File: config.mk
export PLATFORM = sky130hd
export DESIGN_NAME = button_debouncer
export DESIGN_NICKNAME = d
export VERILOG_FILES = /design/src/rtl/button_debouncer.sv
export SDC_FILE = /design/constraint.sdc
export NUM_CORES = 1
export LEC_CHECK = 0
export ABC_AREA = 1
export BUFFER_PORTS_ARGS = -buffer_cell sky130_fd_sc_hd__buf_2
export CORE_AREA = 4 4 58 60
export DETAILED_ROUTE_END_ITERATION = 8
export DIE_AREA = 0 0 62 64
export PLACE_DENSITY = 0.73
export SYNTH_ARGS = -nofsm -noshare
export SYNTH_HDL_FRONTEND = slang
export SYNTH_SLANG_ARGS = --single-unit
File: constraint.sdc
create_clock -name clk -period 1.7 [get_ports clk]
set_input_delay 0.085 -clock clk [delete_from_list [all_inputs] [get_ports clk]]
set_output_delay 0.085 -clock clk [all_outputs]
set_load 0.01 [all_outputs]
File: src/rtl/button_debouncer.sv
// Debouncer for already-synchronized inputs: a shared sample tick schedules
// per-bit saturating stability counters, giving a clean level plus rising pulse.
module button_debouncer #(
    parameter int WIDTH          = 1,
    parameter int SAMPLE_CNT_MAX = 25000,
    parameter int PULSE_CNT_MAX  = 150
) (
    input  logic             clk,
    input  logic             rst,
    input  logic [WIDTH-1:0] sync_signal,
    output logic [WIDTH-1:0] debounced_signal,
    output logic [WIDTH-1:0] rising_pulse,
    output logic             sample_tick
);

    localparam int CW = $clog2(SAMPLE_CNT_MAX);
    localparam int SW = $clog2(PULSE_CNT_MAX + 1);
    localparam logic [CW-1:0] TICK_AT = CW'(SAMPLE_CNT_MAX - 1);
    localparam logic [SW-1:0] SAT_MAX = SW'(PULSE_CNT_MAX);

    logic [CW-1:0]    sample_cnt;
    logic [SW-1:0]    sat [WIDTH];
    logic [WIDTH-1:0] prev;

    always_comb begin
        sample_tick = (sample_cnt == TICK_AT);
    end

    always_ff @(posedge clk) begin
        if (rst) begin
            sample_cnt <= '0;
        end else if (sample_tick) begin
            sample_cnt <= '0;
        end else begin
            sample_cnt <= sample_cnt + CW'(1);
        end
    end

    // Counters only move on a tick; any zero sample restarts qualification.
    always_ff @(posedge clk) begin
        for (int unsigned i = 0; i < WIDTH; i++) begin
            if (rst) begin
                sat[i] <= '0;
            end else if (sample_tick) begin
                if (!sync_signal[i]) begin
                    sat[i] <= '0;
                end else if (sat[i] != SAT_MAX) begin
                    sat[i] <= sat[i] + SW'(1);
                end
            end
        end
    end

    always_comb begin
        debounced_signal = '0;
        for (int unsigned i = 0; i < WIDTH; i++) begin
            debounced_signal[i] = (sat[i] == SAT_MAX);
        end
    end

    always_ff @(posedge clk) begin
        if (rst) begin
            prev <= '0;
        end else begin
            prev <= debounced_signal;
        end
    end

    always_comb begin
        rising_pulse = debounced_signal & ~prev;
    end

endmodule
* After elaboration in Yosys (flattened, before gate mapping) *
Memory sizes are Yosys's and may differ from the RTL's.
Cells that the tools add are included.
Widths: inputs -> output; s select.

storage, ports and cells
  memory bits (read-only) = 0
  register bits after elaboration = 16
  bits in latches = 0
  output and inout port bits = 3
  memories kept = 1
  memory bits (writable) = 8

cells by class
  $lt $le $gt $ge = 0
  multiply operators = 0
  div/mod/pow operators = 0
  bitwise operators = 2
  muxes and demuxes = 15
  $add $sub $neg = 2
  equality and inequality tests = 3
  shift-type cells = 0
  reductions and logical operators = 3

memories
  name  depth  width  read ports  clocked after memory_dff  wr ports  line  RTL
  sat   1      8      1           0                         1         22    logic [SW-1:0] sat [WIDTH];

operator list
  operator               count
  $mux 8                 2
  $reduce_or 8->1        2
  $add 15x1->15 const B  1
  $eq 15x15->1 const B   1
  $mux 1                 13
  $add 8x1->8 const B    1
  $eq 8x8->1 const B     1
  $ne 8x8->1 const B     1
  $reduce_or 2->1        1
  $and 1x1->1            1
  $not 1->1              1

* Depth between registers and ports, before layout *
Gate-level depths: netlist of the first run.

  depth after elaboration = 8
  gate-level depth with buffers = 8
  gate-level depth less buffers = 8

* Worst setup path after synthesis of the first run *
Ideal clock, no wire load.

  kind = register to register
  start = register sample_cnt[0]
  end = memory sat[0][0] in the netlist's numbering (enable)
  cell stages (with the launch flop) = 8
  data required time = 1.376 ns
  buffers on the path = 0
  arrival time = 1.206 ns
  setup time = 0.324 ns
  slack = 0.170 ns
  cells stage by stage = dfxtp_1 -> ha_1 -> nand3_1 -> nor2_1 -> nand2_1 -> nand2_2 -> nand2_1 -> inv_1

on the way
  cells in the longest elaborated chain, start to end = 7
  elaborated cells between the ends (all ways) = 11
  those cells by class = eq/ne (1); mux (8); reduce/logical (2)

ends and longest elaborated chain
  item                          line  RTL
  start, declared               21    logic [CW-1:0] sample_cnt;
  start signal, assigned        35    sample_cnt <= sample_cnt + CW'(1);
  $eq 15x15->1 *                26    sample_tick = (sample_cnt == TICK_AT);
  $mux 1                        44    end else if (sample_tick) begin
  $mux 1                        42    if (rst) begin
  $mux 1 (not written as such)  46    sat[i] <= '0;
  $reduce_or 8->1 (no line)     --
  $mux 1 (no line)              --
  $mux 1 (no line) *            --
  end, declared                 22

Every way passes the cells marked *; elsewhere a longest branch is shown, timed or not.

* Final worst setup path of the first run *
  start = memory sat[0][0] in the netlist's numbering
  end = output rising_pulse

on the way
  cells in the longest elaborated chain, start to end = 3

ends and longest elaborated chain
  item           line  RTL
  $mem_v2 1x8    --
  $eq 8x8->1     57    debounced_signal[i] = (sat[i] == SAT_MAX);
  $and 1x1->1    70    rising_pulse = debounced_signal & ~prev;
  end, declared  12    output logic [WIDTH-1:0] rising_pulse,

No other way between the ends.

==> results.txt, run 1 <==
Tot GR Track Use - 0.154
Worst hold-check path type - input port to flop
Compound-Gate Fraction of Synth Area - 0.0333
Chip width - 62 µm
Crit path launch type - flop
Internal power - 0.000771 W
CP endpoint kind - output port
Initial antenna violation count - 0
Num CTS Buffers - 3
Pwr dens - 635 nW/µm²
Remaining antenna violation count - 0
Port bufs - 5
Die area - 3970 µm²
Synth Area in XOR/XNOR - 0.0505
WL per Instance - 10.7 µm
Critical R2R Launch - sat[0][0]$_SDFFCE_PN0P_
Core ar. - 2930 µm²
Sequential area share after synthesis - 0.404
FILL cells - 280
Clk slew on worst S/H paths - 0.13 ns
Post-synthesis adder-cell area fraction - 0.0270
PnR worst setup slack - 0.105 ns
Hold path endpoint - sat[0][7]$_SDFFCE_PN0P_
Io pins - 6
# H-tree levels - 1
CTS tree - yes
RSZ-0062 raised after global routing - no
Synthesis-stage register bit count - 24
Simple-gate area share of the yosys netlist - 0.398
Via count - 1,142
Detailed router's first-iteration violation count - 44
Area of the multi-input gates - 719 µm²
Global-route wire length before repair - 4620 µm
Leak - 0.662 nW
DRT Pass-1 Iters - 4
Fin. Hold Viols - 0
Reg2reg end - sat[0][6]$_SDFFCE_PN0P_
Max Freq - 0.627 GHz
Clock Skews - 0.00448 ns
Clock root cell - clkbuf_4
Multiplexer area fraction after synthesis - 0
Placer Congestion - 0.824
CP required - 1.62 ns
Reg power frac - 0.627
Place WS - 0.149 ns
Cell variety after synth - 22
Crit path max fanout - 4
Switch share - 0.224
Status - finished clean
Min Tclk post-route - 1.59 ns
Critical path type - flop to output port
Combinational power share - 0.076
Vias in the first global route - 1,095
Layout cell share with drive strength beyond 1 - 0.184
Fin Hold WS - 0.271 ns
Slew Viols, Final - 0
Synth Cell Area - 1390 µm²
Syn nets - 196
Area Overhead vs Synth - 12.6%
Setup TNS - 0 ns
Least-Margin Pin Slew - 0.294 ns
Max IR drop VDD - 494 µV
Max-capacitance violation count - 0
DRC - 0
Sequential Area - 562 µm²
WHS Path Cells - 5
Ant diodes - 0
Initial Utilization - 0.474
Worst path arrival time - 1.51 ns
Die H - 64 µm
Slew headroom - 0.803
Clock buffer depth - 2
Cell count after synthesis - 190
HP Start - sync_signal
Endpoints failing setup - 0
Synth warnings - 0
Worst-Skew Late Latency - 0.31 ns
HPWL Detailed - 1970 µm
Number of clock sinks - 24
Power share of the clock group - 0.297
Post-layout net count - 214
Gr ovfl total - 0
Largest family of logic cells by synthesized area - simple AND/OR/NAND/NOR gates
Vias/cell - 4.76
Wirelength, routed - 2580 µm
Reg2reg path depth - 8
Pin count of the biggest net entering global routing - 14
Tot Pwr - 0.000994 W
Reg-to-reg setup timing slack - 0.16 ns
Post-route core utilization - 0.534
Syn Area/Cell - 7.31 µm²
Period utilization - 0.938
Std cell rows - 20
NetSw - 0.000223 W
layout make-up:
class	count	area share
clock buffer	4	0.0232
inverter	27	0.0656
multi-input combinational	137	0.460
sequential	24	0.359
tap	33	0.0264
timing repair buffer	15	0.0656
flip-flops by register name, summed over array words and instances (netlist names):
name	count
sample_cnt	15
sat	8
prev	1
critical path, stage by stage (launching register included):
cell and delay (ns):
edfxtp_1 0.43, inv_1 0.08, ha_2 0.17, nand3_2 0.09, nor2_4 0.13, inv_2 0.05
nor2_1 0.09, buf_2 0.14
how the worst max path moves through the flow:
stage / end / slack [ns] / startpoint / cells after the start
2_1_floorplan: sat[0][0]$_SDFFCE_PN0P_ / 0.17 / sample_cnt[0]$_SDFF_PP0_ / 7
3_3_place_gp: sat[0][4]$_SDFFCE_PN0P_ / 0.21 / sat[0][0]$_SDFFCE_PN0P_ / 7
3_5_place_dp: sat[0][4]$_SDFFCE_PN0P_ / 0.15 / sat[0][0]$_SDFFCE_PN0P_ / 7
4_1_cts: sample_tick / 0.03 / sample_cnt[1]$_SDFF_PP0_ / 7
5_1_grt: rising_pulse / 0.004 / sat[0][0]$_SDFFCE_PN0P_ / 7
6_report: rising_pulse / 0.11 / sat[0][0]$_SDFFCE_PN0P_ / 7
timing repair:
item | in CTS | in global routing
pin swaps | 0 | 2
endpoints found under the hold margin | 1 | 0
resized for setup | 0 | 5
setup buffers | 1 | 4
hold buffers | 1 | 0
setup endpoints to repair | 1 | 2
cell usage after synthesis:
master,count,area (µm²)
a21oi_1,8,40.0
a31oi_1,1,6.26
buf_4,1,7.51
buf_6,1,11.3
clkinv_2,1,5.00
dfxtp_1,16,320
edfxtp_1,8,240
ha_1,3,37.5
inv_1,25,93.8
inv_2,1,3.75
nand2_1,44,165
nand2_2,2,12.5
nand2_4,1,11.3
nand3_1,17,85.1
nand3b_4,1,20.0
nand4_1,8,50.1
nor2_1,34,128
nor2_2,8,50.1
nor2_4,1,11.3
nor2_8,1,20.0
xnor2_1,2,17.5
xor2_1,6,52.6
power by group through the flow:
stage               logic [W]  clock network, W  registers (W)
floorplan           0.0000509                 0       0.000633
global placement    0.0000671                 0       0.000635
detailed placement  0.0000679                 0       0.000636
CTS                 0.0000730          0.000312       0.000622
global route        0.0000877          0.000331       0.000625
finish              0.0000758          0.000295       0.000623
layout by cell type, fill, tap and decap left out, types with 2 or more instances in the layout:
cell type	Yosys	routed
a21oi_1	8	8
inv_2	1	2
nor2_1	34	34
xnor2_1	2	2
nor2_2	8	7
buf_2	0	5
nand3_1	17	16
inv_1	25	24
edfxtp_1	8	8
ha_1	3	2
dfxtp_1	16	15
xor2_1	6	6
nor2_4	1	2
nand2_2	2	2
buf_4	1	9
nand4_1	8	8
nand2_1	44	44
clkbuf_4	0	3
cells by family (layout without fill, tap and decap cells):
group | count (synthesis) | after routing
compound gates | 9 | 9
xor+xnor | 8 | 8
fa+ha+maj | 3 | 3
buf+inv | 29 | 46
flops | 24 | 24
simple gates | 117 | 117
metrics by stage:
stage                     instances  cell area (µm²)
after floorplan                 190             1390
after global placement          230             1470
after detailed placement        230             1470
after CTS                       236             1520
after global routing            240             1560
final                           240             1560
metal layers:
metal  up-vias  share of wire  track usage
met5         -              0            0
met4         0         0.0074       0.0398
met3         4          0.017       0.0303
met2         5           0.50        0.255
met1       501           0.48        0.199
li1        632              -            -
No activity file was read; power rests on OpenSTA's default activity.
==> run 2, diff against run 1 <==
CORE_AREA = 2 2 56 58   (was 4 4 58 60)
CTS_BUF_LIST = sky130_fd_sc_hd__clkbuf_4   (was unset)
DIE_AREA = 0 0 58 60   (was 0 0 62 64)
==> results.txt, run 2 (synthesis results as in run 1) <==
Area Overhead vs Synth - 11.0% (was 12.6%)
RSZ-0062 raised after global routing - no (unchanged)
Wirelength, routed - 2620 µm (was 2580 µm)
Crit path launch type - flop (unchanged)
Chip width - 58 µm (was 62 µm)
Pwr dens - 624 nW/µm² (was 635 nW/µm²)
Vias/cell - 4.90 (was 4.76)
Most frequent cells in the layout - nand2_1 (44), nor2_1 (33), inv_1 (23) (was nand2_1 (44), nor2_1 (34), inv_1 (24))
Clock Skews - 0.0196 ns (was 0.00448 ns)
Global-route wire length before repair - 4310 µm (was 4620 µm)
Core ar. - 2900 µm² (was 2930 µm²)
Num CTS Buffers - 3 (unchanged)
Io pins - 6 (unchanged)
Port bufs - 5 (unchanged)
Remaining antenna violation count - 0 (unchanged)
Max Freq - 0.625 GHz (was 0.627 GHz)
Setup TNS - 0 ns (unchanged)
Endpoints failing setup - 0 (unchanged)
Detailed router's first-iteration violation count - 100 (was 44)
Clock buffer depth - 2 (unchanged)
Slew headroom - 0.806 (was 0.803)
Leak - 0.646 nW (was 0.662 nW)
Initial Utilization - 0.478 (was 0.474)
PnR worst setup slack - 0.100 ns (was 0.105 ns)
Clock root cell - clkbuf_4 (unchanged)
Die H - 60 µm (was 64 µm)
HPWL Detailed - 1970 µm (about the same)
Internal power - 0.000727 W (was 0.000771 W)
Switch share - 0.244 (was 0.224)
Number of flip-flops in the largest register - 15 (unchanged)
Dpl cell area - 1470 µm² (unchanged)
Tot GR Track Use - 0.163 (was 0.154)
Placer Congestion - 0.876 (was 0.824)
Max IR drop VDD - 364 µV (was 494 µV)
Slew Viols, Final - 0 (unchanged)
Fin. Hold Viols - 0 (unchanged)
Max-capacitance violation count - 0 (unchanged)
Via count - 1,167 (was 1,142)
Biggest regs - sample_cnt (15), sat (8), prev (1) (unchanged)
Fin Hold WS - 0.281 ns (was 0.271 ns)
Period utilization - 0.941 (was 0.938)
Worst-Skew Late Latency - 0.32 ns (was 0.31 ns)
Pin count of the biggest net entering global routing - 14 (unchanged)
CTS tree - yes (unchanged)
Post-route core utilization - 0.531 (was 0.534)
Initial antenna violation count - 0 (unchanged)
Biggest register - sample_cnt (unchanged)
DRT Pass-1 Iters - 4 (unchanged)
WL per Instance - 11.0 µm (was 10.7 µm)
Reg power frac - 0.649 (was 0.627)
NetSw - 0.000234 W (was 0.000223 W)
Clk slew on worst S/H paths - 0.15 ns (was 0.13 ns)
Least-Margin Pin Slew - 0.290 ns (was 0.294 ns)
Crit path max fanout - 5 (was 4)
Layout cell share with drive strength beyond 1 - 0.185 (was 0.184)
Die area - 3480 µm² (was 3970 µm²)
Number of clock sinks - 24 (unchanged)
Std cell rows - 20 (unchanged)
Vias in the first global route - 955 (was 1,095)
Gr ovfl total - 0 (unchanged)
Power share of the clock group - 0.273 (was 0.297)
Combinational power share - 0.078 (was 0.076)
Critical path type - flop to output port (unchanged)
Final instance area - 1540 µm² (was 1560 µm²)
CP endpoint kind - output port (unchanged)
Commonest non-fill, non-tap cell in the layout - nand2_1 (unchanged)
Min Tclk post-route - 1.60 ns (was 1.59 ns)
Status - finished clean (unchanged)
DRC - 0 (unchanged)
CP required - 1.62 ns (about the same)
Worst path arrival time - 1.51 ns (about the same)
# H-tree levels - 1 (unchanged)
Place WS - 0.114 ns (was 0.149 ns)
Post-layout net count - 212 (was 214)
Ant diodes - 0 (unchanged)
Worst hold-check path type - input port to flop (unchanged)
-- run 2: cell types whose count changed in the layout (fill, tap and decap cells not counted), sizes merged --
cell | before | now
clkbuf | 4 | 3
inv | 26 | 27
buf | 14 | 12
-- run 2: per-stage QoR --
| step | cells | power, W |
|---|---|---|
| after floorplan | 190 | 0.000684 |
| after global placement | 230 | 0.000703 |
| after detailed placement | 230 | 0.000703 |
| after CTS | 235 | 0.000963 |
| after global routing | 238 | 0.00102 |
| final | 238 | 0.000961 |
-- run 2: layer usage --
metal,part of all wire,vias to the layer above,track usage
met1,0.53,509,0.240
met4,0.0099,0,0.0731
met5,0,-,0
met3,0.042,2,0.0260
li1,-,634,-
met2,0.42,22,0.232
-- run 2: layout make-up --
type                    count  area (µm²)
flip-flops and latches     24         562
clock inverters             1        3.75
well taps                  33        41.3
fillers                   278        1360
inverters                  27         103
clock buffers               3        22.5
repair buffers             13        87.6
multi-input cells         137         722
-- run 2: worst max-delay path, cell delays in order, from the launching register on --
cell,delay [ns]
dfxtp_2,0.37
ha_1,0.16
buf_4,0.14
nand2_2,0.07
clkinv_2,0.06
nand3b_4,0.10
nor2_8,0.15
buf_2,0.15
-- run 2: repair_timing --
item                       4_1_cts  5_1_grt
setup endpoints to repair        0       10
gates resized for setup          0        7
hold buffers                     1        0
hold endpoints to repair         1        0
buffers inserted                 0        3
-- run 2: worst paths after layout --
| kind | slack [ns] | endpoint | depth (start not counted) | startpoint |
|---|---|---|---|---|
| worst max-delay path | 0.10 | sample_tick | 7 | sample_cnt[1]$_SDFF_PP0_ |
| worst min-delay path | 0.28 | sat[0][6]$_SDFFCE_PN0P_ | 5 | sync_signal |
| worst max register to register | 0.18 | sat[0][7]$_SDFFCE_PN0P_ | 8 | sat[0][0]$_SDFFCE_PN0P_ |
| worst min register to register | 0.50 | sample_cnt[13]$_SDFF_PP0_ | 2 | sample_cnt[13]$_SDFF_PP0_ |
-- run 2: power groups by stage --
stage	Clock (W)	Sequential [W]	Combinational, W
after detailed placement	0	0.000636	0.0000671
after global placement	0	0.000635	0.0000678
final	0.000262	0.000624	0.0000749
after floorplan	0	0.000633	0.0000509
after CTS	0.000270	0.000623	0.0000695
after global routing	0.000303	0.000627	0.0000849
